**src/rtl/rect_fill_engine.sv**
```systemverilog
// rect_fill_engine: fills an inclusive rectangle in the DDR2 frame buffer by
// issuing masked 8-pixel write bursts (one af push plus two wdf words each).
// Optional feature: define RECT_FILL_CLIP_EN to clip the rectangle to the
// visible SCREEN_W x SCREEN_H area; otherwise the raw 10-bit coordinates are used.
module rect_fill_engine #(
  parameter int unsigned SCREEN_W = 800,
  parameter int unsigned SCREEN_H = 600
) (
  input  logic         clk,
  input  logic         rst,
  input  logic         valid,
  input  logic [9:0]   x0,
  input  logic [9:0]   y0,
  input  logic [9:0]   x1,
  input  logic [9:0]   y1,
  input  logic [23:0]  color,
  input  logic [31:0]  frame_base,
  output logic         ready,
  input  logic         af_full,
  input  logic         wdf_full,
  output logic [2:0]   af_cmd_din,
  output logic [30:0]  af_addr_din,
  output logic         af_wr_en,
  output logic [127:0] wdf_din,
  output logic [15:0]  wdf_mask_din,
  output logic         wdf_wr_en
);

  typedef enum logic [1:0] {StIdle, StSetup, StWrite1, StWrite2} state_e;

  state_e      state_q;
  logic [9:0]  x0_q, y0_q, x1_q, y1_q;
  logic [23:0] color_q;
  logic [10:0] base_q;
  logic [6:0]  bx_q;
  logic [9:0]  row_q;

  logic [9:0]  x1_clip, y1_clip;
  logic        empty;
  logic        last_burst;
  logic [6:0]  nxt_bx;
  logic [9:0]  nxt_row;

  // Only bits [30:20] of the frame base reach the burst address.
  logic unused_base;
  assign unused_base = ^{frame_base[31], frame_base[19:0]};

  // Byte mask for one 4-pixel word of burst bx: 4'h0 for pixels inside [lo_x, hi_x].
  function automatic logic [15:0] word_mask(input logic [6:0] bx, input logic hi,
                                            input logic [9:0] lo_x, input logic [9:0] hi_x);
    logic [9:0] px;
    word_mask = 16'hFFFF;
    for (int k = 0; k < 4; k++) begin
      px = {bx, hi, 2'(k)};
      if (px >= lo_x && px <= hi_x) word_mask[4*k +: 4] = 4'h0;
    end
  endfunction

  assign ready      = (state_q == StIdle);
  assign af_cmd_din = 3'b000;

  // Enables follow state and the live backpressure flags.
  always_comb begin
    af_wr_en  = (state_q == StWrite1) && !af_full && !wdf_full;
    wdf_wr_en = af_wr_en || ((state_q == StWrite2) && !wdf_full);
  end

  // Clipped far corner and empty-rectangle detection used in SETUP.
  always_comb begin
    x1_clip = x1_q;
    y1_clip = y1_q;
`ifdef RECT_FILL_CLIP_EN
    if (x1_q > 10'(SCREEN_W - 1)) x1_clip = 10'(SCREEN_W - 1);
    if (y1_q > 10'(SCREEN_H - 1)) y1_clip = 10'(SCREEN_H - 1);
`endif
    // A start corner beyond the clip limit always lands past the clipped far corner.
    empty = (x0_q > x1_clip) || (y0_q > y1_clip);
  end

  // Next burst position: bx runs across the row, then wraps and steps the row.
  always_comb begin
    last_burst = (bx_q == x1_q[9:3]) && (row_q == y1_q);
    nxt_bx     = bx_q + 7'd1;
    nxt_row    = row_q;
    if (bx_q == x1_q[9:3]) begin
      nxt_bx  = x0_q[9:3];
      nxt_row = row_q + 10'd1;
    end
  end

  // Command FSM with registered address, data and mask.
  always_ff @(posedge clk) begin
    if (rst) begin
      state_q      <= StIdle;
      x0_q         <= '0;
      y0_q         <= '0;
      x1_q         <= '0;
      y1_q         <= '0;
      color_q      <= '0;
      base_q       <= '0;
      bx_q         <= '0;
      row_q        <= '0;
      af_addr_din  <= '0;
      wdf_din      <= '0;
      wdf_mask_din <= 16'hFFFF;
    end else begin
      unique case (state_q)
        StIdle: begin
          if (valid) begin
            x0_q    <= x0;
            y0_q    <= y0;
            x1_q    <= x1;
            y1_q    <= y1;
            color_q <= color;
            base_q  <= frame_base[30:20];
            state_q <= StSetup;
          end
        end
        StSetup: begin
          x1_q <= x1_clip;
          y1_q <= y1_clip;
          if (empty) begin
            state_q <= StIdle;
          end else begin
            bx_q         <= x0_q[9:3];
            row_q        <= y0_q;
            af_addr_din  <= {base_q, y0_q, x0_q[9:3], 3'b000};
            wdf_din      <= {4{8'h00, color_q}};
            wdf_mask_din <= word_mask(x0_q[9:3], 1'b0, x0_q, x1_clip);
            state_q      <= StWrite1;
          end
        end
        StWrite1: begin
          if (af_wr_en) begin
            wdf_mask_din <= word_mask(bx_q, 1'b1, x0_q, x1_q);
            state_q      <= StWrite2;
          end
        end
        StWrite2: begin
          if (wdf_wr_en) begin
            if (last_burst) begin
              state_q <= StIdle;
            end else begin
              bx_q         <= nxt_bx;
              row_q        <= nxt_row;
              af_addr_din  <= {base_q, nxt_row, nxt_bx, 3'b000};
              wdf_mask_din <= word_mask(nxt_bx, 1'b0, x0_q, x1_q);
              state_q      <= StWrite1;
            end
          end
        end
        default: state_q <= StIdle;
      endcase
    end
  end

endmodule

```
**config.mk**
```make
export PLATFORM = sky130hd
export DESIGN_NAME = rect_fill_engine
export DESIGN_NICKNAME = d
export VERILOG_FILES = /design/src/rtl/rect_fill_engine.sv
export SDC_FILE = /design/constraint.sdc
export NUM_CORES = 1
export LEC_CHECK = 0
export ABC_AREA = 0
export BUFFER_PORTS_ARGS = -buffer_cell sky130_fd_sc_hd__buf_4
export CORE_MARGIN = 2
export CORE_UTILIZATION = 30
export CTS_BUF_LIST = sky130_fd_sc_hd__clkbuf_8
export DETAILED_ROUTE_END_ITERATION = 6
export PLACE_DENSITY_LB_ADDON = 0.3
export REMOVE_ABC_BUFFERS = 1
export SLEW_MARGIN = 10
export SYNTH_ARGS = -nofsm -noshare
export SYNTH_HDL_FRONTEND = slang
export SYNTH_SLANG_ARGS = --single-unit
```
**constraint.sdc**
```tcl
create_clock -name clk -period 3.6 [get_ports clk]
set_input_delay 1.08 -clock clk [delete_from_list [all_inputs] [get_ports clk]]
set_output_delay 1.08 -clock clk [all_outputs]
set_load 0.005 [all_outputs]
```
After elaboration in Yosys (flattened, before gate mapping)
Index checks and enable logic that the tools add are counted.

word-level totals
  output and inout bits = 181
  flip-flop bits (word level) = 237

cells by class
  $lt $le $gt $ge = 26
  bitwise logic cells = 1
  muxes and demuxes = 37
  $add $sub $neg = 2
  equal/unequal tests = 10
  reductions and logical operators = 28

operators by type and width
  operator                                        count
  greater-or-equal comparator 10 bit              12
  less-or-equal comparator 10 bit                 12
  two-way mux 31 bit                              3
  two-way mux 16 bit                              4
  one-hot mux 31 bit (2 select lines)             1
  two-way mux 4 bit                               12
  one-hot mux 16 bit (3 select lines)             1
  two-way mux 10 bit                              4
  two-way mux 7 bit                               4
  greater-than comparator 10 bit                  2
  one-hot mux 10 bit (2 select lines)             1
  logical AND 1 bit                               16
  one-hot mux 7 bit (2 select lines)              1
  adder 10 x 1 -> 10 bit (second input constant)  1
  equality test 10 bit                            1
  two-way mux 2 bit                               5
  != test 2 bit (second input constant)           5
  one-hot mux 2 bit (4 select lines)              1
  adder 7 x 1 -> 7 bit (second input constant)    1
  equality test 7 bit                             1
  AND reduction 5 bit                             1
  equality test 2 bit (second input constant)     2
  AND reduction 2 bit                             2
  AND reduction 4 bit                             1
  8 further kinds                                 10

Logic depth before layout (Yosys ltp)
Gate-level depths: netlist (run 1).

  depth after elaboration = 8
  gate-level depth with buffers = 15
  depth with buffers taken out = 14

Worst setup path before layout (run 1)
No wires, ideal clock.

  kind = reg2reg
  start point = register bx_q[0]
  end point = register wdf_mask_din[11]
  path buffers = 1
  setup slack = 0.116 ns
  cell stages (with the launch flop) = 14
  arrival = 3.359 ns
  clock period less this slack = 3.484 ns
  data required time = 3.475 ns
  cells stage by stage = dfxtp_1 inv_1 ha_1 nand3_1 nor2_1 clkbuf_1 o21ai_0 ha_1 nand4_1 or4_1 nand2b_1 a31oi_1 o21ai_0 o41a_1

between the ends
  longest elaborated chain between the ends = 8
  elaborated cells between the ends (all ways) = 18
  classes of those cells = add/sub (1); order compare (4); eq/ne (2); mux (7); reduce/logical (4)

RTL lines
  what                                                                                   RTL line    RTL
  start: declaration                                                                     35          logic [6:0] bx_q;
  start signal: assignment                                                               125         bx_q <= x0_q[9:3];
  start signal: assignment                                                               144         bx_q <= nxt_bx;
  adder 7 x 1 -> 7 bit or equality test 7 bit (tied branches)                            83, 82, 85
  two-way mux 7 bit                                                                      85          if (bx_q == x1_q[9:3]) begin
  greater-or-equal comparator 10 bit or less-or-equal comparator 10 bit (tied branches)  55          if (px >= lo_x && px <= hi_x) word_mask[4*k +: 4] = 4'h0;
  logical AND 1 bit                                                                      55
  two-way mux 4 bit                                                                      55
  two-way mux 16 bit                                                                     141         if (last_burst) begin
  two-way mux 16 bit                                                                     140         if (wdf_wr_en) begin
  one-hot mux 16 bit (3 select lines)                                                    107         unique case (state_q)
  end signal: assignment                                                                 129         wdf_mask_din <= word_mask(x0_q[9:3], 1'b0, x0_q, x1_clip);
  end signal: assignment                                                                 135         wdf_mask_din <= word_mask(bx_q, 1'b1, x0_q, x1_q);
  end signal: assignment                                                                 147         wdf_mask_din <= word_mask(nxt_bx, 1'b0, x0_q, x1_q);
  end: declaration                                                                       25          output logic [15:0] wdf_mask_din,

Parallel ways exist; a longest one is shown, timed or not. The select of a mux whose other input is x is not followed.
A chain may end at the register's enable or synchronous reset.

Worst setup path in the final report (run 1)
Same ends and word-level chain as after synthesis.

==> results of run 1 <==
==> path summary, 6_finish.rpt <==
check	endpoint	slack, ns	cells after the start
worst max-delay path	wdf_mask_din[11]	0.26	14
worst min register to register	wdf_din[116]	0.44	2
worst min-delay path	wdf_din[116]	0.44	2
worst max register to register	wdf_mask_din[11]	0.26	14
==> synthesized netlist by cell type (all sizes together) (4+ instances only) <==
cell / count / share of area (%)
buf: 136 / 13
xnor2: 4 / 0.45
nand2b: 7 / 0.56
ha: 52 / 8.4
mux2i: 15 / 1.9
nor3: 10 / 0.71
and3: 4 / 0.32
a31oi: 5 / 0.40
nand3: 18 / 1.2
a211oi: 8 / 1.0
dfxtp: 133 / 34
inv: 38 / 1.8
xor2: 13 / 1.5
a21oi: 139 / 9.0
a21o: 4 / 0.39
o21ai: 37 / 2.4
nand2: 244 / 12
nor4: 4 / 0.32
clkbuf: 35 / 1.7
o31ai: 9 / 1.1
o311a: 4 / 0.51
nor2: 48 / 2.3
nand4: 10 / 0.80
==> area by class of cell <==
class	instances	area [um^2]
Multi-Input combinational cell	715	4000
Clock inverter	15	150
Sequential cell	133	2660
Fill cell	2738	15800
Clock buffer	17	234
Inverter	38	143
Tap cell	330	413
Timing Repair Buffer	250	1910
==> worst max-delay path, stage by stage, from the launching register on <==
cell and delay, ns:
sky130_fd_sc_hd__dfxtp_2 0.37, sky130_fd_sc_hd__inv_1 0.10, sky130_fd_sc_hd__ha_1 0.31, sky130_fd_sc_hd__nand3_1 0.14, sky130_fd_sc_hd__nor2_2 0.18, sky130_fd_sc_hd__clkdlybuf4s15_2 0.29
sky130_fd_sc_hd__nor2_1 0.07, sky130_fd_sc_hd__a21oi_1 0.19, sky130_fd_sc_hd__ha_1 0.29, sky130_fd_sc_hd__a21oi_1 0.16, sky130_fd_sc_hd__a21oi_1 0.09, sky130_fd_sc_hd__or3_1 0.40
sky130_fd_sc_hd__a21oi_1 0.19, sky130_fd_sc_hd__o21ai_1 0.10, sky130_fd_sc_hd__o41a_1 0.36
==> registers in the layout, indices dropped and copies added, names as in the netlist, named ones only <==
signal	count
y0_q	10
bx_q	6
base_q	11
wdf_din	24
state_q	2
wdf_mask_din	4
color_q	24
row_q	1
x0_q	10
af_addr_din	12
y1_clip	10
x1_clip	10
==> power by group <==
part | total [mW] | internal (mW) | switching (mW)
Clock | 1.25 | 0.518 | 0.732
Combinational | 2.36 | 0.993 | 1.36
Sequential | 1.87 | 1.66 | 0.211
==> metrics by stage <==
step | worst slack [ns] | power (mW) | hold WS, ns | std cells | area, um^2
floorplan | 0.0517 | 3.28 | 0.426 | 886 | 6790
global placement | 0.190 | 4.22 | 0.439 | 1465 | 9100
detailed placement | 0.163 | 4.24 | 0.443 | 1465 | 9100
CTS | 0.162 | 5.52 | 0.452 | 1497 | 9490
global route | 0.0166 | 5.93 | 0.461 | 1498 | 9510
finish | 0.255 | 5.48 | 0.445 | 1498 | 9510
==> layer usage <==
layer	up-vias	GRT usage, %	routed length, um
met5	-	0	0
met2	208	25.6	10200
met1	3225	20.9	10100
met3	9	4.50	1490
li1	3552	-	-
met4	0	4.03	174
==> repair_timing <==
| item | 4_1_cts | 5_1_grt |
|---|---|---|
| setup endpoints to repair | 0 | 1 |
| gates resized for setup | 0 | 4 |
| hold buffers | 0 | 0 |
| setup buffers | 0 | 0 |
==> kinds of logic (layout without fill, tap and decap cells) <==
logic type	count (synthesis)	in the layout
compound gates	229	229
xor+xnor	17	17
other cells	1	38
buf+inv	209	320
mux	16	16
fa+ha+maj	52	52
simple gates	363	363
flops	133	133
==> parameters.txt, run 1 <==
Parameter                              Value

Yosys
  Combinational family with the most area after synthesis    simple AND/OR/NAND/NOR gates
  Share of synthesized registers carrying an async set or reset    0%
  Simple-gate share of the synthesized area    19.6%
  Count of mapped cells out of synthesis    roughly 1000
  Fraction of the yosys area taken by sequential cells    between 30% and 40%
  Fraction of the mapped netlist area in compound gates    between 10% and 20%
  Synth Area per Inst    approximately 7.6 um^2
  Count of flip-flops with a built-in enable after synthesis    0
  Share of cell area taken by muxes after synthesis    under 10%
  Post-synthesis cell area    7780 um^2
  Register bit count reported by yosys    133
  Synth Area in Adders    under 10%
  Dominant synthesized flop cell    sky130_fd_sc_hd__dfxtp_1
  Xor-xnor portion of the synthesized cell area    about 1.9%
  Unique masters post-synth    58
  Yosys synthesis warning count    0

Clock network
  Skew-Pair Late Insertion Delay    roughly 0.46 ns
  H-Tree Depth    4
  Clock net sink count    133
  TritonCTS clock tree    yes
  Cell at the root of the clock tree    sky130_fd_sc_hd__clkbuf_8
  TritonCTS buffer count    17
  Clock transition at the registers of the reported paths    ~0.090 ns
  CTS Buffer Depth    2

Detailed routing
  Antenna-violating nets left    0
  Total routed wirelength    ~22000 um
  Remaining routing DRC violations    0
  DR vias    ~7000
  Number of violations reported at the end of detailed-routing iteration 0    between 300 and 400
  Vias/cell    4.67
  Number of iterations in the first detailed-routing pass    5
  Wire length per cell after detailed routing    14.7 um

Pwr
  Pwr Density    between 500 and 600 nW/um^2
  Worst vdd rail ir drop    ~250 uV
  Leakage    between 4 and 5 nW

Placement
  Final weighted congestion in routability-driven placement    about 0.89
  Detailed placement HPWL    16000 um
  Count of input and output buffers    between 200 and 250

Cells and area
  Share of the core filled with cells    37.5%
  Antenna Diode Count    0
  Highest-count cells in the layout ignoring fill and taps    247 x sky130_fd_sc_hd__buf_4, 243 x sky130_fd_sc_hd__nand2_1, 138 x sky130_fd_sc_hd__a21oi_1, 132 x sky130_fd_sc_hd__dfxtp_1, 52 x sky130_fd_sc_hd__ha_1
  Most common library cell in the layout ignoring fill and taps    sky130_fd_sc_hd__buf_4
  Fraction of layout instances using a drive strength above 1    between 20% and 30%
  Total number of nets in the final design    between 1000 and 1500
  Signed area change from the synthesized netlist to the final layout    22.3%

Setup path
  Worst Setup Path Type    reg -> reg
  Worst r2r src    bx_q[0]
  Data arrival time of the critical path    3.69 ns
  Kind of start point of the critical path    register
  Required time reported for the critical path endpoint    3.95 ns
  Crit path from    bx_q[0]
  Max FO, Critical Path    6
  Worst setup EP type    register

Global routing
  First-pass GRT wire length    approximately 34000 um
  Via count of the first global-routing pass    6511
  Pin count of the biggest net entering global routing    75
  Number of antenna violations at the first check in global routing    0
  All-layer global routing usage    between 10% and 20%
  Total overflow reported by the global router    0

Floorplanning
  I/O pin count    between 200 and 300
  Starting Density    between 30 and 40%
  Floorplan Core Area    roughly 25000 um^2
  Horizontal extent of the die    ~170 um
  DIE AREA    around 27000 um^2
  Count of standard-cell rows    58
  Floorplan die height    about 170 um

STA
  Count of pins over their slew limit    0
  Final Hold Vio Count    0
  Setup repair after global routing missed its margin    false
  Highest clock frequency the design can meet    approximately 300 MHz
  Portion of the clock cycle consumed by the worst path in the final layout    92.9%
  Worst Tran Pin Value    between 1 and 1.5 ns
  Minimum clock period after layout    3.34 ns
  Setup-violating endpoint count in the final report    0
  Headroom to the max-slew limit    between 30% and 40%
  Total negative setup slack    0 ns
  Clk_skew    slightly below 0.02 ns

Hold path
  Hold path startpoint    color_q[20]
  Hold Path Class    reg -> reg

Run
  Number of max-cap violations    0

Outcome
  Run status    completed
No activity file was read; power rests on OpenSTA's default activity.
==> run 2: changes to the inputs <==
Settings changed: CTS_BUF_LIST sky130_fd_sc_hd__clkbuf_8 to sky130_fd_sc_hd__clkbuf_16, REMOVE_ABC_BUFFERS 1 to default.
==> run 2 against run 1 <==
Against the previous run:
- maximum frequency decreased by 0.91%
- worst hold slack improved by 0.0065 ns
- critical path type unchanged
- largest power group unchanged
- final area rose by 2.4%
- sequential cell count unchanged
- utilization grew 0.90 points
- sequential share of layout area shrank 0.67 points
- largest cell class unchanged
- non-clock buffer count shrank 3
- die area unchanged
- clock power increased by 46%
- power rose by 10%
- clock skew is 0.0057 ns lower
- sequential power hardly changed
==> parameters.txt, run 2 (same netlist as run 1, synthesis figures left out) <==
Parameter                              Value

Setup path
  Number of cell instances on the worst register-to-register path    13
  Worst setup EP type    register
  Required time reported for the critical path endpoint    3.90 ns
  Series of cell instances along the critical path    inv_1 -> ha_1 -> nand4_1 -> nor2_1 -> buf_6 -> mux2_2 -> ha_1 -> nand2_1 -> or4_4 -> nand2b_1 -> a31oi_1 -> o21ai_0 -> o41a_1
  Cell type with the highest occurrence count on the critical path    sky130_fd_sc_hd__ha_1
  Crit path buffers/inverters    2
  Worst Setup Path Type    reg -> reg
  Worst r2r src    x1_clip[9]
  Reg-to-reg critical path endpoint    wdf_mask_din[11]
  Crit-path leading delay family    simple AND/OR/NAND/NOR gates
  CP max-delay cell    sky130_fd_sc_hd__or4_4
  Delay of the slowest cell on the worst path    between 0.4 and 0.5 ns
  Data arrival time of the critical path    3.67 ns
  Kind of start point of the critical path    register
  R2r setup slk    around 0.22 ns
  Max FO, Critical Path    12

Pwr
  Internal Power    3.72 mW
  Register share of total power    a little under a third
  Combinational share of power    38.7%
  Worst vdd rail ir drop    between 200 and 300 uV
  Switching part of the total    between 30% and 40%
  Leakage    around 4.2 nW
  Power spent charging and discharging nets    approximately 2.3 mW
  Final Total Pwr    around 6 mW
  Pwr Density    slightly above 600 nW/um^2
  Part of the total power dissipated in the clock network    a little under a third

STA
  Count of pins over their slew limit    0
  Final Hold Vio Count    0
  Minimum clock period after layout    3.38 ns
  Worst Tran Pin Value    between 0.7 and 0.8 ns
  Highest clock frequency the design can meet    between 200 and 300 MHz
  Portion of the clock cycle consumed by the worst path in the final layout    ~94%
  Headroom to the max-slew limit    between 40% and 50%
  Setup repair after global routing missed its margin    false
  Total negative setup slack    0 ns
  Setup-violating endpoint count in the final report    0
  Clk_skew    about 0.014 ns

Placement
  Area after detailed placement    just over 9000 um^2
  Final weighted congestion in routability-driven placement    ~0.91
  Detailed placement HPWL    between 15000 and 20000 um
  Count of input and output buffers    between 200 and 250

Floorplanning
  I/O pin count    282
  DIE AREA    between 20000 and 30000 um^2
  Floorplan Core Area    25300 um^2
  Horizontal extent of the die    ~170 um
  Floorplan die height    ~170 um
  Count of standard-cell rows    a little under 60
  Starting Density    between 30% and 40%

Detailed routing
  Total routed wirelength    22100 um
  Number of iterations in the first detailed-routing pass    5
  Number of violations reported at the end of detailed-routing iteration 0    just under 400
  Remaining routing DRC violations    0
  DR vias    6939
  Vias/cell    about 4.6
  Wire length per cell after detailed routing    about 15 um
  Antenna-violating nets left    0

Outcome
  Run status    completed

Clock network
  Skew-Pair Late Insertion Delay    between 0.4 and 0.5 ns
  TritonCTS clock tree    yes
  H-Tree Depth    4
  Clock net sink count    about 130
  TritonCTS buffer count    17
  CTS Buffer Depth    2
  Clock transition at the registers of the reported paths    about 0.070 ns
  Cell at the root of the clock tree    sky130_fd_sc_hd__clkbuf_16

Cells and area
  Signed area change from the synthesized netlist to the final layout    25.2%
  Fraction of layout instances using a drive strength above 1    25.6%
  Highest-count cells in the layout ignoring fill and taps    243 x sky130_fd_sc_hd__nand2_1, 242 x sky130_fd_sc_hd__buf_4, 138 x sky130_fd_sc_hd__a21oi_1, 133 x sky130_fd_sc_hd__dfxtp_1, 52 x sky130_fd_sc_hd__ha_1
  Antenna Diode Count    0
  Largest registers ranked by flip-flop count    color_q (24), wdf_din (24), af_addr_din (12)
  Non-Filler Cell Area, Final    9740 um^2
  Total number of nets in the final design    around 1300
  Most common library cell in the layout ignoring fill and taps    sky130_fd_sc_hd__nand2_1

Global routing
  Pin count of the biggest net entering global routing    77
  Total overflow reported by the global router    0
  All-layer global routing usage    15.8%
  Number of antenna violations at the first check in global routing    0
  First-pass GRT wire length    33400 um
  Via count of the first global-routing pass    6265

Hold path
  Hold Path Class    reg -> reg
  Endpoint, Worst Hold    wdf_din[116]
  Hold path startpoint    color_q[20]
  Cell count of the worst hold path    2

Run
  Number of max-cap violations    0
## run 2: worst max-delay path by stage
| stage | start | endpoint | slack [ns] | cells past startpoint |
|---|---|---|---|---|
| floorplan | bx_q[0] | wdf_mask_din[11] | 0.12 | 13 |
| CTS | x1_clip[9] | wdf_mask_din[11] | 0.17 | 13 |
| global placement | x1_clip[9] | wdf_mask_din[11] | 0.20 | 13 |
| detailed placement | x1_clip[9] | wdf_mask_din[11] | 0.20 | 13 |
| finish | x1_clip[9] | wdf_mask_din[11] | 0.22 | 13 |
| global route | x1_clip[7] | wdf_mask_din[11] | 0.008 | 13 |
## run 2: cell type report
type | instances | area (um^2)
well taps | 330 | 413
flip-flops and latches | 133 | 2660
clock inverters | 15 | 189
clock buffers | 17 | 425
inverters | 38 | 143
multi-input cells | 715 | 4000
repair buffers | 247 | 1910
fillers | 2684 | 15600
## run 2: worst min-delay path, cell delays in order (launching register included)
cell and delay (ns):
sky130_fd_sc_hd__dfxtp_1 0.31, sky130_fd_sc_hd__nand2_1 0.05, sky130_fd_sc_hd__a21oi_1 0.05
## run 2: power by group through the flow
stage                     Combinational (mW)  Clock [mW]  Sequential [mW]
after floorplan                         1.66           0             1.83
after detailed placement                2.30           0             1.91
after CTS                               2.31        1.87             1.88
after global placement                  2.27           0             1.90
final                                   2.34        1.83             1.87
after global routing                    2.63        1.94             1.91
## run 2: timing repair
action                                  in CTS  in global routing
endpoints found under the setup margin       0                  1
gates resized for setup                      0                  3
setup buffers                                0                  3
hold buffers                                 0                  0
## run 2: routing by layer
metal  GRT usage (%)  wire [um]  vias up
met1            20.9      10100     3183
met4            4.58        272        0
li1                -          -     3545
met5               0          0        -
met2            25.3      10300      195
met3            4.29       1400       16
## run 2: per-stage QoR
| stage | cells | utilization [%] | worst slack (ns) | hold slack, ns |
|---|---|---|---|---|
| CTS | 1492 | 38.3 | 0.168 | 0.450 |
| finish | 1495 | 38.4 | 0.225 | 0.451 |
| floorplan | 1057 | - | 0.116 | 0.432 |
| global placement | 1460 | 35.9 | 0.204 | 0.437 |
| global route | 1495 | 38.4 | 0.00840 | 0.468 |
| detailed placement | 1460 | 35.9 | 0.205 | 0.441 |
==> run 3: changes to the inputs <==
Settings changed: CORE_MARGIN 2 to default.
==> run 3 against run 2 <==
Against the previous run:
- register-to-register slack got worse by 0.03 ns
- clock power barely moved
- sequential power hardly changed
- utilization is 0.15 points lower
- power is 0.43% lower
- setup slack got worse by 0.033 ns
- via count grew 0.33%
- worst hold slack gained 0.0023 ns
==> parameters.txt, run 3 (same netlist as run 1, synthesis figures left out) <==
Parameter                              Value

STA
  Minimum clock period after layout    3.41 ns
  Headroom to the max-slew limit    around a quarter
  Final Worst Setup Slack    between 0.15 and 0.2 ns
  Count of pins over their slew limit    0
  Setup-violating endpoint count in the final report    0
  Highest clock frequency the design can meet    293 MHz
  Total negative setup slack    0 ns
  Final Hold Vio Count    0
  Setup repair after global routing missed its margin    false
  Worst Hold Slack    0.454 ns
  Clk_skew    0.0206 ns
  Worst Tran Pin Value    roughly 1.1 ns
  Portion of the clock cycle consumed by the worst path in the final layout    about 95%

Cells and area
  Share of the core filled with cells    about two fifths
  Highest-count cells in the layout ignoring fill and taps    243 x sky130_fd_sc_hd__nand2_1, 243 x sky130_fd_sc_hd__buf_4, 138 x sky130_fd_sc_hd__a21oi_1, 133 x sky130_fd_sc_hd__dfxtp_1, 52 x sky130_fd_sc_hd__ha_1
  Finished Layout Cells    1494
  Antenna Diode Count    0
  Total number of nets in the final design    between 1000 and 1500
  Filler instances    between 2000 and 3000
  Fraction of layout instances using a drive strength above 1    25.5%
  Largest registers ranked by flip-flop count    color_q (24), wdf_din (24), af_addr_din (12)
  Signed area change from the synthesized netlist to the final layout    24.7%

Outcome
  Run status    completed

Pwr
  Leakage    roughly 4.2 nW
  Pwr Density    between 600 and 700 nW/um^2
  Worst vdd rail ir drop    277 uV

Global routing
  Met2 track utilization from global routing    between 20% and 30%
  First-pass GRT wire length    around 34000 um
  Via count of the first global-routing pass    roughly 6300
  GR met1 Demand/Resource    a little over a fifth
  All-layer global routing usage    approximately 17%
  Total overflow reported by the global router    0
  Highest-utilization routing layer at the global route stage    met2
  Global-route met3 utilization    under 10%
  Pin count of the biggest net entering global routing    74
  Number of antenna violations at the first check in global routing    0

Setup path
  Data arrival time of the critical path    roughly 3.7 ns
  Number of cell instances on the worst register-to-register path    13
  Required time reported for the critical path endpoint    between 3 and 4 ns
  Max FO, Critical Path    13
  Kind of start point of the critical path    register
  Worst Setup Path Type    reg -> reg
  Worst setup EP type    register

Detailed routing
  Vias/cell    4.66
  Number of iterations in the first detailed-routing pass    5
  DR vias    between 6000 and 7000
  Total routed wirelength    between 20000 and 25000 um
  Antenna-violating nets left    0
  Number of violations reported at the end of detailed-routing iteration 0    ~350
  Remaining routing DRC violations    0
  Wire length per cell after detailed routing    14.8 um

Placement
  Final weighted congestion in routability-driven placement    0.849
  Detailed placement HPWL    around 16000 um
  Cell count after placement    1459
  Count of input and output buffers    approximately 220
  DP Worst Slack    approximately 0.18 ns

Floorplanning
  DIE AREA    26600 um^2
  Count of standard-cell rows    58
  Floorplan Core Area    between 20000 and 30000 um^2
  Horizontal extent of the die    163 um
  Floorplan die height    roughly 160 um
  I/O pin count    about 280
  Starting Density    30.7%

Clock network
  Clock net sink count    about 130
  TritonCTS clock tree    yes
  H-Tree Depth    4
  Clock transition at the registers of the reported paths    0.07 ns
  Cell at the root of the clock tree    sky130_fd_sc_hd__clkbuf_16
  TritonCTS buffer count    17
  CTS Buffer Depth    2
  Skew-Pair Late Insertion Delay    between 0.4 and 0.5 ns

Hold path
  Hold Path Class    reg -> reg
  Cell count of the worst hold path    2

Run
  Number of max-cap violations    0
[run 3: worst max-delay path: stages, from the launching register on]
cell and delay [ns]:
sky130_fd_sc_hd__dfxtp_1 0.39, sky130_fd_sc_hd__inv_1 0.11, sky130_fd_sc_hd__ha_1 0.30, sky130_fd_sc_hd__nand3_1 0.14, sky130_fd_sc_hd__nor2_2 0.17, sky130_fd_sc_hd__buf_6 0.17, sky130_fd_sc_hd__mux2_2 0.36, sky130_fd_sc_hd__ha_1 0.29
sky130_fd_sc_hd__nand2_1 0.04, sky130_fd_sc_hd__or4_1 0.47, sky130_fd_sc_hd__nand2b_1 0.18, sky130_fd_sc_hd__a31oi_1 0.15, sky130_fd_sc_hd__o21ai_0 0.13, sky130_fd_sc_hd__o41a_1 0.37
[run 3: routing by layer]
layer / share of wire (%) / vias up / routed length, um
met3: 5.7 / 17 / 1270
met1: 46 / 3220 / 10100
li1: - / 3548 / -
met4: 1.1 / 0 / 236
met2: 47 / 177 / 10500
met5: 0 / - / 0
[run 3: timing repair]
action                     4_1_cts  5_1_grt
hold buffers                     0        0
resized for setup                0        2
buffers inserted                 0        3
hold endpoints to repair         0        0
setup endpoints to repair        0        1
[run 3: worst paths after layout]
path / slack [ns] / to / from
setup reg to reg: 0.19 / wdf_mask_din[11] / bx_q[0]
hold reg to reg: 0.45 / base_q[3] / base_q[3]
hold / removal: 0.45 / base_q[3] / base_q[3]
setup / recovery: 0.19 / wdf_mask_din[11] / bx_q[0]
[run 3: through the flow]
| step | power, mW | area [um^2] |
|---|---|---|
| after floorplan | 3.49 | 7920 |
| after global placement | 4.15 | 9060 |
| after detailed placement | 4.18 | 9060 |
| after CTS | 6.04 | 9670 |
| after global routing | 6.46 | 9700 |
| final | 6.01 | 9700 |
[run 3: power breakdown]
group	switching [mW]	total, mW	internal [mW]	leakage, nW
Sequential	0.216	1.88	1.66	1.08
Clock	0.774	1.83	1.05	0.298
Combinational	1.33	2.31	0.977	2.83
Total	2.32	6.01	3.69	4.21
[run 3: layout make-up]
type                    instances  area, um^2  share of cell area [%]
flip-flops and latches        133        2660                    27.5
repair buffers                246        1880                    19.3
inverters                      38         143                    1.47
well taps                     330         413                    4.26
clock buffers                  17         425                    4.39
clock inverters                15         184                    1.90
multi-input cells             715        3990                    41.2
